[src/rtl/fix_session_ctrl.sv]
// Session-layer connection sequencer: turns app connect/disconnect commands into
// TOE request pulses, retries on acknowledge timeout and tracks per-host connected flags.
module fix_session_ctrl #(
  parameter int TIMEOUT_CYC = 64,
  parameter int MAX_RETRY   = 3,
  parameter int GAP_CYC     = 8
) (
  input  logic       clk,
  input  logic       rst,
  input  logic       connect_i,
  input  logic [1:0] connect_to_host_i,
  input  logic       disconnect_i,
  input  logic [1:0] disconnect_host_i,
  input  logic       connected_i,
  input  logic [1:0] connected_host_addr_i,
  output logic       connect_req_o,
  output logic [1:0] connect_addr_o,
  output logic       disconnect_o,
  output logic [1:0] disconnect_host_num_o,
  output logic [3:0] host_connected_o,
  output logic       busy_o,
  output logic       connect_done_o,
  output logic       connect_fail_o,
  output logic [1:0] dbg_state_o
);

  // Handshake: connect_i/disconnect_i are levels sampled only while busy_o is low
  // (the app holds them until then); every *_o pulse is a one-cycle strobe with no back-pressure.
  typedef enum logic [1:0] {
    S_IDLE     = 2'd0,
    S_REQ      = 2'd1,
    S_WAIT_ACK = 2'd2,
    S_GAP      = 2'd3
  } state_e;

  localparam logic [15:0] TMO_LOAD  = 16'(TIMEOUT_CYC - 1);
  localparam logic [7:0]  GAP_LOAD  = 8'(GAP_CYC - 1);
  localparam logic [7:0]  RETRY_MAX = 8'(MAX_RETRY);

  state_e      state_q, state_d;
  logic [1:0]  host_q, host_d;
  logic        req_q, req_d;
  logic        disc_q, disc_d;
  logic [1:0]  disc_host_q, disc_host_d;
  logic [3:0]  hc_q, hc_d;
  logic        done_q, done_d;
  logic        fail_q, fail_d;
  logic [15:0] tmo_q, tmo_d;
  logic [7:0]  gap_q, gap_d;
  logic [7:0]  retry_q, retry_d;
  logic        ack_pend_q, ack_pend_d;
  logic        ack_match;

  assign ack_match = connected_i && (connected_host_addr_i == host_q);

  always_comb begin
    state_d     = state_q;
    host_d      = host_q;
    req_d       = 1'b0;
    disc_d      = 1'b0;
    disc_host_d = disc_host_q;
    hc_d        = hc_q;
    done_d      = 1'b0;
    fail_d      = 1'b0;
    tmo_d       = tmo_q;
    gap_d       = gap_q;
    retry_d     = retry_q;
    ack_pend_d  = ack_pend_q;

    // Any acknowledge marks its host connected; an IDLE disconnect below overrides it.
    if (connected_i) begin
      hc_d[connected_host_addr_i] = 1'b1;
    end

    unique case (state_q)
      S_IDLE: begin
        ack_pend_d = 1'b0;
        if (disconnect_i) begin
          disc_d                 = 1'b1;
          disc_host_d            = disconnect_host_i;
          hc_d[disconnect_host_i] = 1'b0;
        end else if (connect_i) begin
          if (hc_q[connect_to_host_i]) begin
            done_d = 1'b1;
          end else begin
            host_d  = connect_to_host_i;
            retry_d = 8'd0;
            req_d   = 1'b1;
            state_d = S_REQ;
          end
        end
      end

      S_REQ: begin
        // An acknowledge landing in the request cycle is remembered and honoured in WAIT_ACK.
        tmo_d      = TMO_LOAD;
        ack_pend_d = ack_match;
        state_d    = S_WAIT_ACK;
      end

      S_WAIT_ACK: begin
        if (ack_match || ack_pend_q) begin
          done_d       = 1'b1;
          ack_pend_d   = 1'b0;
          hc_d[host_q] = 1'b1;
          state_d      = S_IDLE;
        end else if (tmo_q == 16'd0) begin
          if (retry_q < RETRY_MAX) begin
            retry_d = retry_q + 8'd1;
            gap_d   = GAP_LOAD;
            state_d = S_GAP;
          end else begin
            fail_d  = 1'b1;
            state_d = S_IDLE;
          end
        end else begin
          tmo_d = tmo_q - 16'd1;
        end
      end

      S_GAP: begin
        if (gap_q == 8'd0) begin
          req_d   = 1'b1;
          state_d = S_REQ;
        end else begin
          gap_d = gap_q - 8'd1;
        end
      end

      default: state_d = S_IDLE;
    endcase
  end

  always_ff @(posedge clk or negedge rst) begin
    if (!rst) begin
      state_q     <= S_IDLE;
      host_q      <= 2'd0;
      req_q       <= 1'b0;
      disc_q      <= 1'b0;
      disc_host_q <= 2'd0;
      hc_q        <= 4'd0;
      done_q      <= 1'b0;
      fail_q      <= 1'b0;
      tmo_q       <= 16'd0;
      gap_q       <= 8'd0;
      retry_q     <= 8'd0;
      ack_pend_q  <= 1'b0;
    end else begin
      state_q     <= state_d;
      host_q      <= host_d;
      req_q       <= req_d;
      disc_q      <= disc_d;
      disc_host_q <= disc_host_d;
      hc_q        <= hc_d;
      done_q      <= done_d;
      fail_q      <= fail_d;
      tmo_q       <= tmo_d;
      gap_q       <= gap_d;
      retry_q     <= retry_d;
      ack_pend_q  <= ack_pend_d;
    end
  end

  assign connect_req_o         = req_q;
  assign connect_addr_o        = host_q;
  assign disconnect_o          = disc_q;
  assign disconnect_host_num_o = disc_host_q;
  assign host_connected_o      = hc_q;
  assign busy_o                = (state_q != S_IDLE);
  assign connect_done_o        = done_q;
  assign connect_fail_o        = fail_q;
  assign dbg_state_o           = state_q;

endmodule

[config.mk]
export PLATFORM = sky130hd
export DESIGN_NAME = fix_session_ctrl
export DESIGN_NICKNAME = d
export VERILOG_FILES = /design/src/rtl/fix_session_ctrl.sv
export SDC_FILE = /design/constraint.sdc
export NUM_CORES = 1
export LEC_CHECK = 0
export ABC_AREA = 0
export ABC_CLOCK_PERIOD_IN_PS = 6900
export CORE_MARGIN = 2
export CORE_UTILIZATION = 40
export CTS_BUF_LIST = sky130_fd_sc_hd__clkbuf_4 sky130_fd_sc_hd__clkbuf_8
export DETAILED_ROUTE_END_ITERATION = 8
export PLACE_DENSITY = 0.7
export SLEW_MARGIN = 10
export SYNTH_ARGS = -nofsm -noshare
export SYNTH_HDL_FRONTEND = slang
export SYNTH_SLANG_ARGS = --single-unit
[constraint.sdc]
create_clock -name clk -period 6.9 [get_ports clk]
set_input_delay 1.38 -clock clk [delete_from_list [all_inputs] [get_ports clk]]
set_output_delay 1.38 -clock clk [all_outputs]
set_load 0.01 [all_outputs]
### Word level (Yosys, flattened, before mapping)

Index checks and enable logic that the tools add are counted.

* shift operators: 0
* div/mod/pow operators: 0
* eq/ne operators: 15
* order comparisons: 8
* bitwise gates (word level): 6
* reduce and logical (&&, ||, !) cells: 20
* multiply operators: 0
* mux-type cells: 53
* add/subtract/negate cells: 3

Operators with widths (count)
* 8-bit two-way mux: 10
* 16-bit two-way mux: 2
* 16-bit one-hot mux with 2 select lines: 1
* 8-bit one-hot mux with 2 select lines: 2
* 2-bit inequality test, second input constant: 10
* 1-bit two-way mux: 19
* 16-bit zero test: 1
* 16-bit by 1-bit subtractor with 16-bit output, second input constant: 1
* 2-bit two-way mux: 7
* 2-bit by 3-bit < comparator with 1-bit output, second input constant: 4
* 4-bit two-way mux: 3
* 5-bit AND reduction: 2
* 8-bit by 1-bit adder with 8-bit output, second input constant: 1
* 8-bit zero test: 1
* 8-bit by 2-bit < comparator with 1-bit output, second input constant: 1
* 4-bit OR: 2
* 2-bit one-hot mux with 4 select lines: 1
* 4-bit one-hot mux with 2 select lines: 1
* 2-bit nonzero test: 4
* 8-bit by 1-bit subtractor with 8-bit output, second input constant: 1
* 7-bit AND reduction: 1
* 1-bit demux with 2-bit select: 3
* 2-bit by 1-bit greater-or-equal comparator with 1-bit output, second input constant: 3
* 4-bit bitwise AND: 1
* other kinds (16): 23

* word-level logic and storage cells: 117
* bits in registers: 47
* input port bits: 11
* output and inout bits: 15
* bits in latches: 0
* memories kept: 0
* bits in writable memories: 0
* bits in read-only memories: 0

### Logic depth before layout (Yosys ltp)

* depth after elaboration: 9
* mapped depth: 8
* depth with buffers taken out: 7

### Worst setup path before layout

OpenSTA, ideal clock, no wires.

* path type: input to register
* start point: input port connected_host_addr_i[0]
* end point: register retry_q[1]
* buffers on the path: 1
* data required time: 6774 ps
* data arrival time: 2635 ps
* setup time: 126 ps
* stages: 6
* path slack: 4139 ps
* path through: xnor2_1 -> a31oi_1 -> clkbuf_1 -> nand4_1 -> o211a_1 -> a221o_1

* cells in the longest elaborated chain, start to end: 5

Ends and longest elaborated chain
* from (decl): RTL line 15 `input logic [1:0] connected_host_addr_i,`
* 2-bit equality test: RTL line 54 `assign ack_match = connected_i && (connected_host_addr_i == host_q);`
* 1-bit logical AND: RTL line 54
* 1-bit logical OR: RTL line 102 `if (ack_match || ack_pend_q) begin`
* 2-bit inequality test (no source line)
* 7-bit AND reduction (no source line)
* to (signal assigned): RTL line 159 `retry_q <= retry_d;`
* to (decl): RTL line 50 `logic [7:0] retry_q, retry_d;`

Every way passes these cells.
A chain may end at the register's enable or synchronous reset.

### Final worst setup path

* start point: input port connected_host_addr_i[0]
* end point: register tmo_q[8]

* cells in the longest elaborated chain, start to end: 5

Ends and longest elaborated chain
* 2-bit equality test: RTL line 54
* 1-bit logical AND: RTL line 54
* 1-bit logical OR: RTL line 102
* 2-bit inequality test (no source line)
* 3-bit AND reduction (no source line)
* to (signal assigned): RTL line 157 `tmo_q <= tmo_d;`
* to (decl): RTL line 48 `logic [15:0] tmo_q, tmo_d;`

Every way passes these cells.

==> flow_summary.toml <==
[cells_and_area]
fillers = 594
seqCellArea_mm2 = 0.00118
drive_above_1_share_pct = 9.33
antenna_cells = 0
final_nets = 318
multiInputGateArea_mm2 = 0.00138
area_growth_pct = 14.7

[synthesis]
seq_area_frac_synth_pct = 44.3
synth_flop_cell = "dfrtp_1"
yosys-top-cells-area = "dfrtp_1 (44%), nor2_1 (3.8%), ha_1 (3.8%)"
ys_ff_latch = 47
synth_edf_count = 0
synth_top_cell_by_area = "dfrtp_1"
async_flop_share_pct = 100
synth_top_area_share_pct = 44.3
synthesis.area_mm2 = 0.00265
yosys_warnings = 0
synth.distinct_cells = 57
syn_inst = 275
syn_area_per_cell_um2 = 9.65
syn_nets = 294

[cts]
cts_setup_buffers = 0
cts_resized = 0
hold_buffers = 0
cts_tree = "done"
cts_buffers = 5
cts_sinks = 47
clk_pin_slew_ps = 90
cts_root_buffer = "clkbuf_8"
clkLatencyLatePin_ps = 300
h-tree-depth = 2
cts_buffer_depth = 2

[routing]
ant_nets = 0
drtIter0Drc = 132
routed_wl_um = 5690
drc = 0
vias = 2175
dr.pass1.iters = 4
via_per_inst = 5.77
routedWlPerCell_um = 15.1

[worst_setup_path]
reg2reg_setup_slack_ps = 4110
cp.arrival_ps = 3770
crit_path_end_kind = "flip-flop"
rr_worst_depth = 7
crit_required_ps = 7140
cp-endpoint = "tmo_q[8]"
r2r_end = "tmo_q[9]"
path_max_fanout = 12
worstPathCellList = "clkdlybuf4s50_1 > xnor2_1 > a31oi_1 > nand2_1 > or4_1 > nand3_1"
critical_path.top_delay_family = "simple AND/OR/NAND/NOR gates"
critPathKind = "in2reg"
worstSetupStartpoint = "connected_host_addr_i[0]"
crit_slowest_cell = "a31oi_1"
critPathBufInv = 1
slowest_delay_ps = 800
worstSetupPathDepth = 6
rr_startpoint = "dbg_state_o[0]"
cp-start-kind = "input port"

[timing]
slew_headroom_pct = 30.6
fmax_ghz = 0.283
worstMarginPinSlew_ps = 1040
whs_ps = 505
hold_viol_final = 0
slew_viol_final = 0
clock_skew_ps = 10.2
min_period_ps = 3530
tns_ps = 0
finalSetupViolCount = 0
rsz0062_at_grt = "false"
finalCritPeriodShare_pct = 51.2
layout_setup_ws_ps = 3370

[floorplan]
core_area_mm2 = 0.00639
die_h_um = 85.4
rows = 29
die_x_um = 85.4
io_pins = 26
initial_core_util_pct = 41.5
die-area_mm2 = 0.00730

[status]
status = "complete, no violations"

[place]
io_buffers = 25
place_ws_ps = 3110
gp_congestion = 0.885
hpwlAfterDp_um = 4000

[global_routing]
grt_use_total_pct = 16.3
grt_start_max_net_pins = 48
gr-total-overflow = 0
grt_pass1_vias = 1992
grt_first_pass_wirelength_um = 9600
antenna_found_initial = 0

[hold_path]
hold_path_class = "reg2reg"

[power]
p_per_area_mw_per_mm2 = 316
ir_drop_mv = 0.166
leakage_nw = 1.33
p_total_w = 0.000960

[flow_run]
cap_violations = 0
## per-layer routing
metal  global-route usage (%)  routed length [um]  vias up
li1                         -                   -     1058
met1                     22.6                2690     1054
met5                        0                   0        -
met4                     4.18                  84        0
met2                     25.4                2640       53
met3                     4.38                 270       10
## worst min-delay path by stage
stage                     slack [ps]  startpoint  cells after the start        to
after global routing             520    gap_q[7]                      1  gap_q[7]
final                            510    gap_q[7]                      1  gap_q[7]
after detailed placement         490    gap_q[7]                      1  gap_q[7]
after global placement           480    gap_q[7]                      1  gap_q[7]
after floorplan                  450    gap_q[7]                      1  gap_q[7]
after CTS                        510    gap_q[7]                      1  gap_q[7]
## placed cells by master, fill, tap and decap left out, drive strengths merged, types with 2 or more instances in the layout
master / instances
clkbuf: 5
ha: 8
dfrtp: 47
nand2b: 3
nor3: 5
a31oi: 4
o21a: 2
mux2i: 8
and2: 4
nor2b: 7
nor4b: 3
o32ai: 2
nand2: 23
nand3b: 2
nand3: 7
o31a: 3
xnor2: 2
o2111ai: 2
nor4: 7
clkinv: 3
nand4: 6
o31ai: 11
or3: 6
nor2: 27
o211ai: 3
inv: 15
a21oi: 15
or2: 3
o21ai: 11
mux2: 6
clkdlybuf4s50: 24
o22ai: 3
or4: 7
## power breakdown
group	total (W)	switching [W]	internal, W	leakage (nW)
logic	0.000421	0.000244	0.000177	0.693
clock network	0.000168	0.0000963	0.0000715	0.0483
registers	0.000372	0.0000503	0.000321	0.588
total	0.000960	0.000391	0.000570	1.33
## kinds of logic (layout without fill, tap and decap cells)
logic type      count (synthesis)  in the layout  share of synthesized area [%]
fa+ha+maj                       8              8                           3.77
mux                            14             14                           5.71
compound gates                 65             65                           17.6
xor+xnor                        3              3                          0.991
flops                          47             47                           44.3
buf+inv                        23             48                           3.58
simple gates                  115            115                           24.0
## metrics by stage
stage	area, um^2	cells	util, %
2_1_floorplan	2650	275	-
3_3_place_gp	2960	369	46.3
3_5_place_dp	2960	369	46.3
4_1_cts	3040	377	47.6
5_1_grt	3040	377	47.6
6_report	3040	377	47.6
## state kept, by name, summed over array words and instances (netlist names)
| name | flops |
|---|---|
| connect_req_o | 1 |
| host_connected_o | 4 |
| tmo_q | 16 |
| dbg_state_o | 2 |
| ack_pend_q | 1 |
| disconnect_host_num_o | 2 |
| disconnect_o | 1 |
| gap_q | 8 |
| connect_done_o | 1 |
| connect_addr_o | 2 |
| retry_q | 8 |
| connect_fail_o | 1 |
## cells in the mapped netlist, types with 3 or more instances
library cell,instances
a21oi_1,15
a31oi_1,3
and2_1,4
clkbuf_1,6
dfrtp_1,47
ha_1,8
inv_1,14
mux2_2,5
mux2i_1,8
nand2_1,22
nand2b_1,3
nand3_1,7
nand4_1,6
nor2_1,27
nor2b_1,7
nor3_1,5
nor4_1,6
nor4b_1,3
o211ai_1,3
o21ai_0,11
o22ai_1,3
o31a_1,3
o31ai_1,9
or3_1,6
or4_1,5
## cell type report
cell class              instances  share of cell area (%)
multi-input cells             205                    45.4
flip-flops and latches         47                    38.7
repair buffers                 25                    8.06
well taps                      77                    3.17
clock buffers                   5                    2.26
inverters                      15                    1.85
clock inverters                 3                   0.617
Note: power is estimated with default switching activity, not from simulation.
